$ cat config.mk
export PLATFORM = sky130hd
export DESIGN_NAME = id_ex_stage
export DESIGN_NICKNAME = d
export VERILOG_FILES = /design/src/rtl/id_ex_stage.sv
export SDC_FILE = /design/constraint.sdc
export NUM_CORES = 1
export LEC_CHECK = 0
export ABC_AREA = 1
export CORE_MARGIN = 2
export CORE_UTILIZATION = 40
export DETAILED_ROUTE_END_ITERATION = 10
export PLACE_DENSITY = 0.81
export SYNTH_ARGS = -nofsm -noshare
export SYNTH_HDL_FRONTEND = slang
export SYNTH_SLANG_ARGS = --single-unit
$ cat constraint.sdc
create_clock -name clk -period 1.5 [get_ports clk]
set_input_delay 0.3 -clock clk [delete_from_list [all_inputs] [get_ports clk]]
set_output_delay 0.3 -clock clk [all_outputs]
set_load 0.01 [all_outputs]
$ cat src/rtl/id_ex_stage.sv
// ID/EX pipeline register with load-use hazard detection; optional perf counters (ID_EX_PERF_CNT_EN).
// Latency: ID inputs appear on EX outputs one cycle later; id_stall is combinational.
// Backpressure: !ex_ready holds the EX register and stalls IF/ID; flush overrides both.
module id_ex_stage #(
    parameter int DATA_W     = 32,
    parameter int REG_ADDR_W = 5
) (
    input  logic                  clk,
    input  logic                  rst,
    input  logic                  id_valid,
    input  logic [11:0]           id_ctrl,
    input  logic [3:0]            id_i_op,
    input  logic [DATA_W-1:0]     id_rs_data,
    input  logic [DATA_W-1:0]     id_rt_data,
    input  logic [15:0]           id_imm,
    input  logic [REG_ADDR_W-1:0] id_rs,
    input  logic [REG_ADDR_W-1:0] id_rt,
    input  logic [REG_ADDR_W-1:0] id_rd,
    input  logic [DATA_W-1:0]     id_pc4,
    input  logic                  flush,
    input  logic                  ex_ready,
    output logic                  id_stall,
    output logic                  ex_valid,
    output logic [11:0]           ex_ctrl,
    output logic [3:0]            ex_i_op,
    output logic [DATA_W-1:0]     ex_rs_data,
    output logic [DATA_W-1:0]     ex_rt_data,
    output logic [DATA_W-1:0]     ex_imm,
    output logic [REG_ADDR_W-1:0] ex_dest,
    output logic [DATA_W-1:0]     ex_pc4
`ifdef ID_EX_PERF_CNT_EN
    ,
    output logic [15:0]           stall_cnt,
    output logic [15:0]           flush_cnt
`endif
);

    // Control bus bit positions
    localparam int CTRL_REG_DEST   = 0;
    localparam int CTRL_BEQ        = 2;
    localparam int CTRL_BNE        = 3;
    localparam int CTRL_MEM_WRITE  = 4;
    localparam int CTRL_MEM_READ   = 5;
    localparam int CTRL_LUI_CALLED = 11;

    // EX stage registers
    logic                  ex_valid_q,   ex_valid_d;
    logic [11:0]           ex_ctrl_q,    ex_ctrl_d;
    logic [3:0]            ex_i_op_q,    ex_i_op_d;
    logic [DATA_W-1:0]     ex_rs_data_q, ex_rs_data_d;
    logic [DATA_W-1:0]     ex_rt_data_q, ex_rt_data_d;
    logic [DATA_W-1:0]     ex_imm_q,     ex_imm_d;
    logic [REG_ADDR_W-1:0] ex_dest_q,    ex_dest_d;
    logic [DATA_W-1:0]     ex_pc4_q,     ex_pc4_d;

    // Decode helpers
    logic                  uses_rt;
    logic                  dest_match;
    logic                  hazard;
    logic [REG_ADDR_W-1:0] id_dest;
    logic [DATA_W-1:0]     id_imm_ext;

    // Hazard detection: a load in EX whose destination is read by the ID instruction.
    // rt is a source for R-type (REG_DEST), branches and stores; otherwise it is the I-type target.
    always_comb begin
        uses_rt    = id_ctrl[CTRL_REG_DEST] | id_ctrl[CTRL_BEQ] |
                     id_ctrl[CTRL_BNE] | id_ctrl[CTRL_MEM_WRITE];
        dest_match = (ex_dest_q == id_rs) | (uses_rt & (ex_dest_q == id_rt));
        hazard     = id_valid & ex_valid_q & ex_ctrl_q[CTRL_MEM_READ] &
                     (ex_dest_q != '0) & dest_match;
        // A flushed ID instruction is wrong-path, so never hold it.
        id_stall   = ~flush & (hazard | ~ex_ready);
    end

    // Destination select and immediate extension for the incoming instruction.
    always_comb begin
        id_dest = id_ctrl[CTRL_REG_DEST] ? id_rd : id_rt;
        if (id_ctrl[CTRL_LUI_CALLED]) begin
            id_imm_ext = DATA_W'({id_imm, 16'b0});
        end else begin
            id_imm_ext = {{(DATA_W-16){id_imm[15]}}, id_imm};
        end
    end

    // Next-state for the EX register: flush, then hold on backpressure, then bubble on hazard, else load.
    always_comb begin
        ex_valid_d   = ex_valid_q;
        ex_ctrl_d    = ex_ctrl_q;
        ex_i_op_d    = ex_i_op_q;
        ex_rs_data_d = ex_rs_data_q;
        ex_rt_data_d = ex_rt_data_q;
        ex_imm_d     = ex_imm_q;
        ex_dest_d    = ex_dest_q;
        ex_pc4_d     = ex_pc4_q;
        if (flush || (ex_ready && hazard)) begin
            // Bubble: clear everything so a stale operand never looks meaningful.
            ex_valid_d   = 1'b0;
            ex_ctrl_d    = '0;
            ex_i_op_d    = '0;
            ex_rs_data_d = '0;
            ex_rt_data_d = '0;
            ex_imm_d     = '0;
            ex_dest_d    = '0;
            ex_pc4_d     = '0;
        end else if (ex_ready) begin
            ex_valid_d   = id_valid;
            ex_ctrl_d    = id_valid ? id_ctrl : 12'h000;
            ex_i_op_d    = id_i_op;
            ex_rs_data_d = id_rs_data;
            ex_rt_data_d = id_rt_data;
            ex_imm_d     = id_imm_ext;
            ex_dest_d    = id_dest;
            ex_pc4_d     = id_pc4;
        end
    end

    // EX register state with synchronous reset.
    always_ff @(posedge clk) begin
        if (rst) begin
            ex_valid_q   <= 1'b0;
            ex_ctrl_q    <= '0;
            ex_i_op_q    <= '0;
            ex_rs_data_q <= '0;
            ex_rt_data_q <= '0;
            ex_imm_q     <= '0;
            ex_dest_q    <= '0;
            ex_pc4_q     <= '0;
        end else begin
            ex_valid_q   <= ex_valid_d;
            ex_ctrl_q    <= ex_ctrl_d;
            ex_i_op_q    <= ex_i_op_d;
            ex_rs_data_q <= ex_rs_data_d;
            ex_rt_data_q <= ex_rt_data_d;
            ex_imm_q     <= ex_imm_d;
            ex_dest_q    <= ex_dest_d;
            ex_pc4_q     <= ex_pc4_d;
        end
    end

    assign ex_valid   = ex_valid_q;
    assign ex_ctrl    = ex_ctrl_q;
    assign ex_i_op    = ex_i_op_q;
    assign ex_rs_data = ex_rs_data_q;
    assign ex_rt_data = ex_rt_data_q;
    assign ex_imm     = ex_imm_q;
    assign ex_dest    = ex_dest_q;
    assign ex_pc4     = ex_pc4_q;

`ifdef ID_EX_PERF_CNT_EN
    logic [15:0] stall_cnt_q, stall_cnt_d;
    logic [15:0] flush_cnt_q, flush_cnt_d;

    // Saturating event counters: bubbles caused by load-use, and squashes of a live EX instruction.
    always_comb begin
        stall_cnt_d = stall_cnt_q;
        flush_cnt_d = flush_cnt_q;
        if (hazard && ex_ready && !flush && (stall_cnt_q != 16'hFFFF)) begin
            stall_cnt_d = stall_cnt_q + 16'd1;
        end
        if (flush && ex_valid_q && (flush_cnt_q != 16'hFFFF)) begin
            flush_cnt_d = flush_cnt_q + 16'd1;
        end
    end

    // Counter registers, cleared by reset.
    always_ff @(posedge clk) begin
        if (rst) begin
            stall_cnt_q <= '0;
            flush_cnt_q <= '0;
        end else begin
            stall_cnt_q <= stall_cnt_d;
            flush_cnt_q <= flush_cnt_d;
        end
    end

    assign stall_cnt = stall_cnt_q;
    assign flush_cnt = flush_cnt_q;
`endif

endmodule

Word-level counts from Yosys, hierarchy flattened
Index checks and enable logic that the tools add are counted.

Register bits: 150. Input bits: 148. Output and inout port bits: 151. Word-level logic and storage cells: 30.

Equality and inequality tests: 2. Mux-type cells: 3. Bitwise gates (word level): 13. Reductions and logical operators: 4.

Operators by type and width (number): 2-to-1 mux 31 bit (1); 2-to-1 mux 12 bit (1); equality test 5 bit (2); AND 1 bit (6); 2-to-1 mux 5 bit (1); bitwise OR 1 bit (5); nonzero test 5 bit (1); NOT 1 bit (2); OR reduction 2 bit (1); logical AND 1 bit (1); logical OR 1 bit (1).

Logic depth before layout (Yosys ltp)
Gate-level depths: netlist of the first run.

Depth in word-level cells: 9. Gate-level depth with buffers: 12. Gate-level depth less buffers: 10.

Worst setup path after synthesis of the first run
No wires, ideal clock.

Kind: reg2reg. Start point: register ex_dest_q[4], in the netlist ex_dest[4]. End point: register ex_imm_q[16], in the netlist ex_imm[16]. Library setup time: 123 ps. Arrival time: 1333 ps. Required time: 1377 ps. Slack: 44 ps. Stages on the path, launching flop included: 12. Path buffers: 2. Clock period less this slack: 1456 ps. Cell sequence: dfxtp_1 inv_1 nand2_1 nand2_1 nor2_1 nand3_1 nand2_1 nand3_1 nand2_1 buf_6 buf_6 nor2_1.

Cells in the longest elaborated chain, start to end: 7. Elaborated cells on any way between the ends: 10. Those cells by class: eq/ne: 2; bitwise: 4; reduce/logical: 4.

Ends and longest elaborated chain: from (decl) (RTL line 53) `logic [REG_ADDR_W-1:0] ex_dest_q, ex_dest_d;`; from (signal assigned) (RTL line 135) `ex_dest_q <= ex_dest_d;`; equality test 5 bit (RTL line 68) `dest_match = (ex_dest_q == id_rs) | (uses_rt & (ex_dest_q == id_rt));`; AND 1 bit (RTL line 68); bitwise OR 1 bit (RTL line 68); AND 1 bit (*) (RTL line 70) `(ex_dest_q != '0) & dest_match;`; logical AND 1 bit (*) (RTL line 95) `if (flush || (ex_ready && hazard)) begin`; logical OR 1 bit (*) (RTL line 95); OR reduction 2 bit (no line) (*); to (signal assigned) (RTL line 134) `ex_imm_q <= ex_imm_d;`; to (decl) (RTL line 52) `logic [DATA_W-1:0] ex_imm_q, ex_imm_d;`.

Every way passes the cells marked *; elsewhere a longest branch is shown, timed or not. A chain may end at the register's enable or synchronous reset.

Final worst setup path of the first run
Start point: register ex_dest_q[4], in the netlist ex_dest[4]. End point: output port id_stall.

Cells in the longest elaborated chain, start to end: 6. Elaborated cells on any way between the ends: 9. Those cells by class: eq/ne: 2; bitwise: 6; reduce/logical: 1.

Ends and longest elaborated chain: equality test 5 bit (RTL line 68); AND 1 bit (RTL line 68); bitwise OR 1 bit (RTL line 68); AND 1 bit (*) (RTL line 70); bitwise OR 1 bit (*) (RTL line 72) `id_stall = ~flush & (hazard | ~ex_ready);`; AND 1 bit (*) (RTL line 72); to (decl) (RTL line 22) `output logic id_stall,`.

Marked as above.

==> results of run 1 <==
[path summary, 6_finish.rpt]
check,endpoint,start,cells past startpoint
setup / recovery,id_stall,ex_dest[4],9
hold / removal,ex_dest[0],ex_ready,3
setup reg to reg,ex_imm[19],ex_dest[4],11
hold reg to reg,ex_pc4[1],ex_pc4[1],2
[worst min-delay path: cells and delay by family]
family	cells	cell delay [ps]
buffers and inverters	1	100
and+or+nand+nor	1	80
AOI/OAI and AO/OA	1	70
[logic make-up (layout without fill, tap and decap cells)]
family,count (synthesis),count (layout),synth area share (%)
and+or+nand+nor,260,260,17.4
DFF,150,150,52.2
AOI/OAI and AO/OA,40,40,5.04
buffers and inverters,90,419,7.69
muxes,101,101,17.6
xor gates and xnor gates,1,1,0.152
[layout by cell type (no fill, tap or decap), drive strengths merged]
cell / synthesis / layout
xnor2: 1 / 1
buf: 29 / 38
clkinvlp: 0 / 2
dlygate4sd2: 0 / 150
o21ai: 9 / 9
a221oi: 15 / 15
mux2i: 101 / 101
a22o: 9 / 9
bufbuf: 0 / 3
dfxtp: 150 / 150
bufinv: 0 / 2
a21oi: 7 / 7
clkbuf: 11 / 20
nor2: 164 / 164
clkinv: 1 / 7
dlymetal6s2s: 0 / 2
nand4: 1 / 1
clkdlybuf4s50: 0 / 144
nand3: 18 / 18
inv: 49 / 51
nand2: 77 / 77
[synthesized netlist by cell type]
| library cell | number | area share, % |
|---|---|---|
| nand3_1 | 18 | 1.6 |
| xnor2_1 | 1 | 0.15 |
| buf_6 | 11 | 2.2 |
| dfxtp_1 | 150 | 52 |
| mux2i_1 | 101 | 18 |
| a22o_1 | 9 | 1.4 |
| clkinv_1 | 1 | 0.065 |
| inv_1 | 48 | 3.1 |
| nand4_1 | 1 | 0.11 |
| inv_2 | 1 | 0.065 |
| clkbuf_1 | 11 | 0.72 |
| nor2_1 | 164 | 11 |
| a21oi_1 | 7 | 0.61 |
| a221oi_1 | 15 | 2.3 |
| buf_2 | 18 | 1.6 |
| o21ai_0 | 9 | 0.78 |
| nand2_1 | 77 | 5.0 |
[through the flow]
step	hold WS (ps)	instances
5_1_grt	185	1151
4_1_cts	160	1150
3_5_place_dp	497	1114
3_3_place_gp	485	1114
2_1_floorplan	463	642
6_report	185	1151
[state kept, by name, summed over array words and instances, names as in the netlist]
signal / count
ex_rs_data: 32
ex_imm: 32
ex_pc4: 32
ex_dest: 5
ex_valid: 1
ex_rt_data: 32
ex_i_op: 4
ex_ctrl: 12
[layer usage]
layer / up-vias / part of all wire, % / global-route usage, %
li1: 2707 / - / -
met1: 2510 / 36 / 23.6
met2: 236 / 50 / 41.0
met3: 25 / 12 / 10.8
met4: 0 / 1.5 / 6.74
met5: - / 0 / 0
[cell type report]
type                    instances  area (µm²)  share of cell area [%]
clock buffers                  20         447                    4.64
clock inverters                12         126                    1.31
inverters                      50         188                    1.95
multi-input cells             402        2340                    24.3
flip-flops and latches        150        3010                    31.3
well taps                     180         225                    2.34
repair buffers                337        3280                    34.1
[what timing repair did]
action,CTS,global route
gates resized for setup,162,9
gates cloned,3,0
setup endpoints to repair,301,152
pin swaps,8,8
buffers inserted,1,1
[power by group through the flow]
stage	registers (W)	clock network [W]	logic (W)
floorplan	0.00431	0	0.000504
global placement	0.00425	0	0.00135
detailed placement	0.00426	0	0.00136
CTS	0.00417	0.00423	0.00133
global route	0.00418	0.00438	0.00144
finish	0.00417	0.00412	0.00133
==> results by group, run 1 <==
Drt
  – Wire per inst: 15.8 µm
  – Router iterations before antenna repair: 7
  – Via density per instance: 4.76
  – Starting DRT DRC Count: 202
  – DRC: 0
  – Final ANT Viol Nets: 0
  – WL final: 18200 µm
  – Routed vias: 5478

Global routing
  – Vias in the first global route: 5304
  – Overall routing resource usage: 22.8%
  – Total gr overflow: 0
  – First-pass GRT wire length: 26800 µm
  – Initial antenna violation count: 0
  – Largest net degree at the start of global routing: 46

Clocking
  – Sink Count: 150
  – CTS max path bufs: 2
  – Worst-path clk slew: 60 ps
  – Cts bufs inserted: 17
  – H-tree Lvls: 4
  – Hold-fix buffers, CTS: 0
  – Clock latency on the worst-skew pair: 410 ps
  – CTS tree: yes
  – Root Buffer: clkbuf_16

Hold path
  – Hold Path Class: in -> reg

Setup path
  – WP data arrival: 1690 ps
  – Worst EP required: 1200 ps
  – Bufs and invs on worst path: 2
  – Crit-path leading delay family: simple AND/OR/NAND/NOR gates
  – Critical path's most frequent cell: nand2_1
  – CP endpoint kind: output pin
  – CP Max Fanout: 4
  – FF-to-FF setup slack: -260 ps
  – Startpoint Class: flop
  – Crit path largest cell delay: 360 ps
  – CP cell instances: buf_6 > nand2_4 > nand2_2 > nor2_2 > nand3_1 > nand2_1 > nand2_1 > a21oi_1 > buf_2
  – Slowest-stage cell, CP: dfxtp_4
  – Critical path class: reg -> out

Timing
  – Period utilization: 132%
  – F_max: 504 MHz
  – Worst Skew: 12.7 ps
  – RSZ-0062 raised after global routing: true
  – PnR worst setup slack: -485 ps
  – Final setup TNS: -27680 ps
  – Final hold vios: 0
  – Slew Limit Fails: 0
  – Crit path time final: 1990 ps
  – Final setup fails: 151
  – Tightest Pin Transition: 309 ps
  – Slew margin rel.: 79.4%

Placement
  – Hpwl dp: 12800 µm
  – Port buffer count: 298
  – Area of placed instances: 9070 µm²
  – Setup WS pre-CTS: -750 ps
  – Gpl congestion: 0.812

Pwr
  – Combinational share of power: 13.9%
  – Clk network pwr share: 42.8%
  – Leakage: 4.86 nW
  – Psw: 0.00225 W
  – Pwr Total: 0.00962 W
  – Sequential Power Share: 43.3%
  – Worst VDD drop: 0.000989 V
  – P per Cell Area: 1000 nW/µm²
  – Sw Share: 23.4%
  – Pint: 0.00737 W

Final layout
  – Area growth syn-to-layout: 67.1%
  – Filler cells: 1147
  – Design Area, Final: 9620 µm²
  – Final core occ: 68.8%
  – Final nets: 1106
  – N_diodes: 0
  – Layout cells sized above 1: 8.65%

Yosys
  – Synthesized cell area: 5760 µm²
  – Yosys warns: 0
  – Synth Area per Inst: 8.97 µm²
  – Cells after synthesis: 642
  – Synthesized flop and latch total: 150
  – Yosys cell types: 17
  – Synthesized net count: 790
  – Sequential share of the synthesized area: 52.2%

Run
  – Max_cap viols: 0

Run status
  – Failing checks: setup timing
  – Status: finished with violations

Floorplan
  – Top Ports: 299
  – Core area: 14000 µm²
  – Row count: 43
  – Die Ht: 124 µm
  – Die width: 124 µm
  – Initial Util: 41.2%
  – Die Area: 15400 µm²
Power figures use the tool's default switching activity.
==> run 2: changes to the inputs <==
--- a/config.mk
+++ b/config.mk
@@ -6,6 +6,7 @@
 export NUM_CORES = 1
 export LEC_CHECK = 0
 export ABC_AREA = 1
+export ABC_CLOCK_PERIOD_IN_PS = 1500
 export CORE_MARGIN = 2
 export CORE_UTILIZATION = 40
 export DETAILED_ROUTE_END_ITERATION = 10
==> results of run 2 <==
Final layout, timing and power as in run 1 (identical DEF).
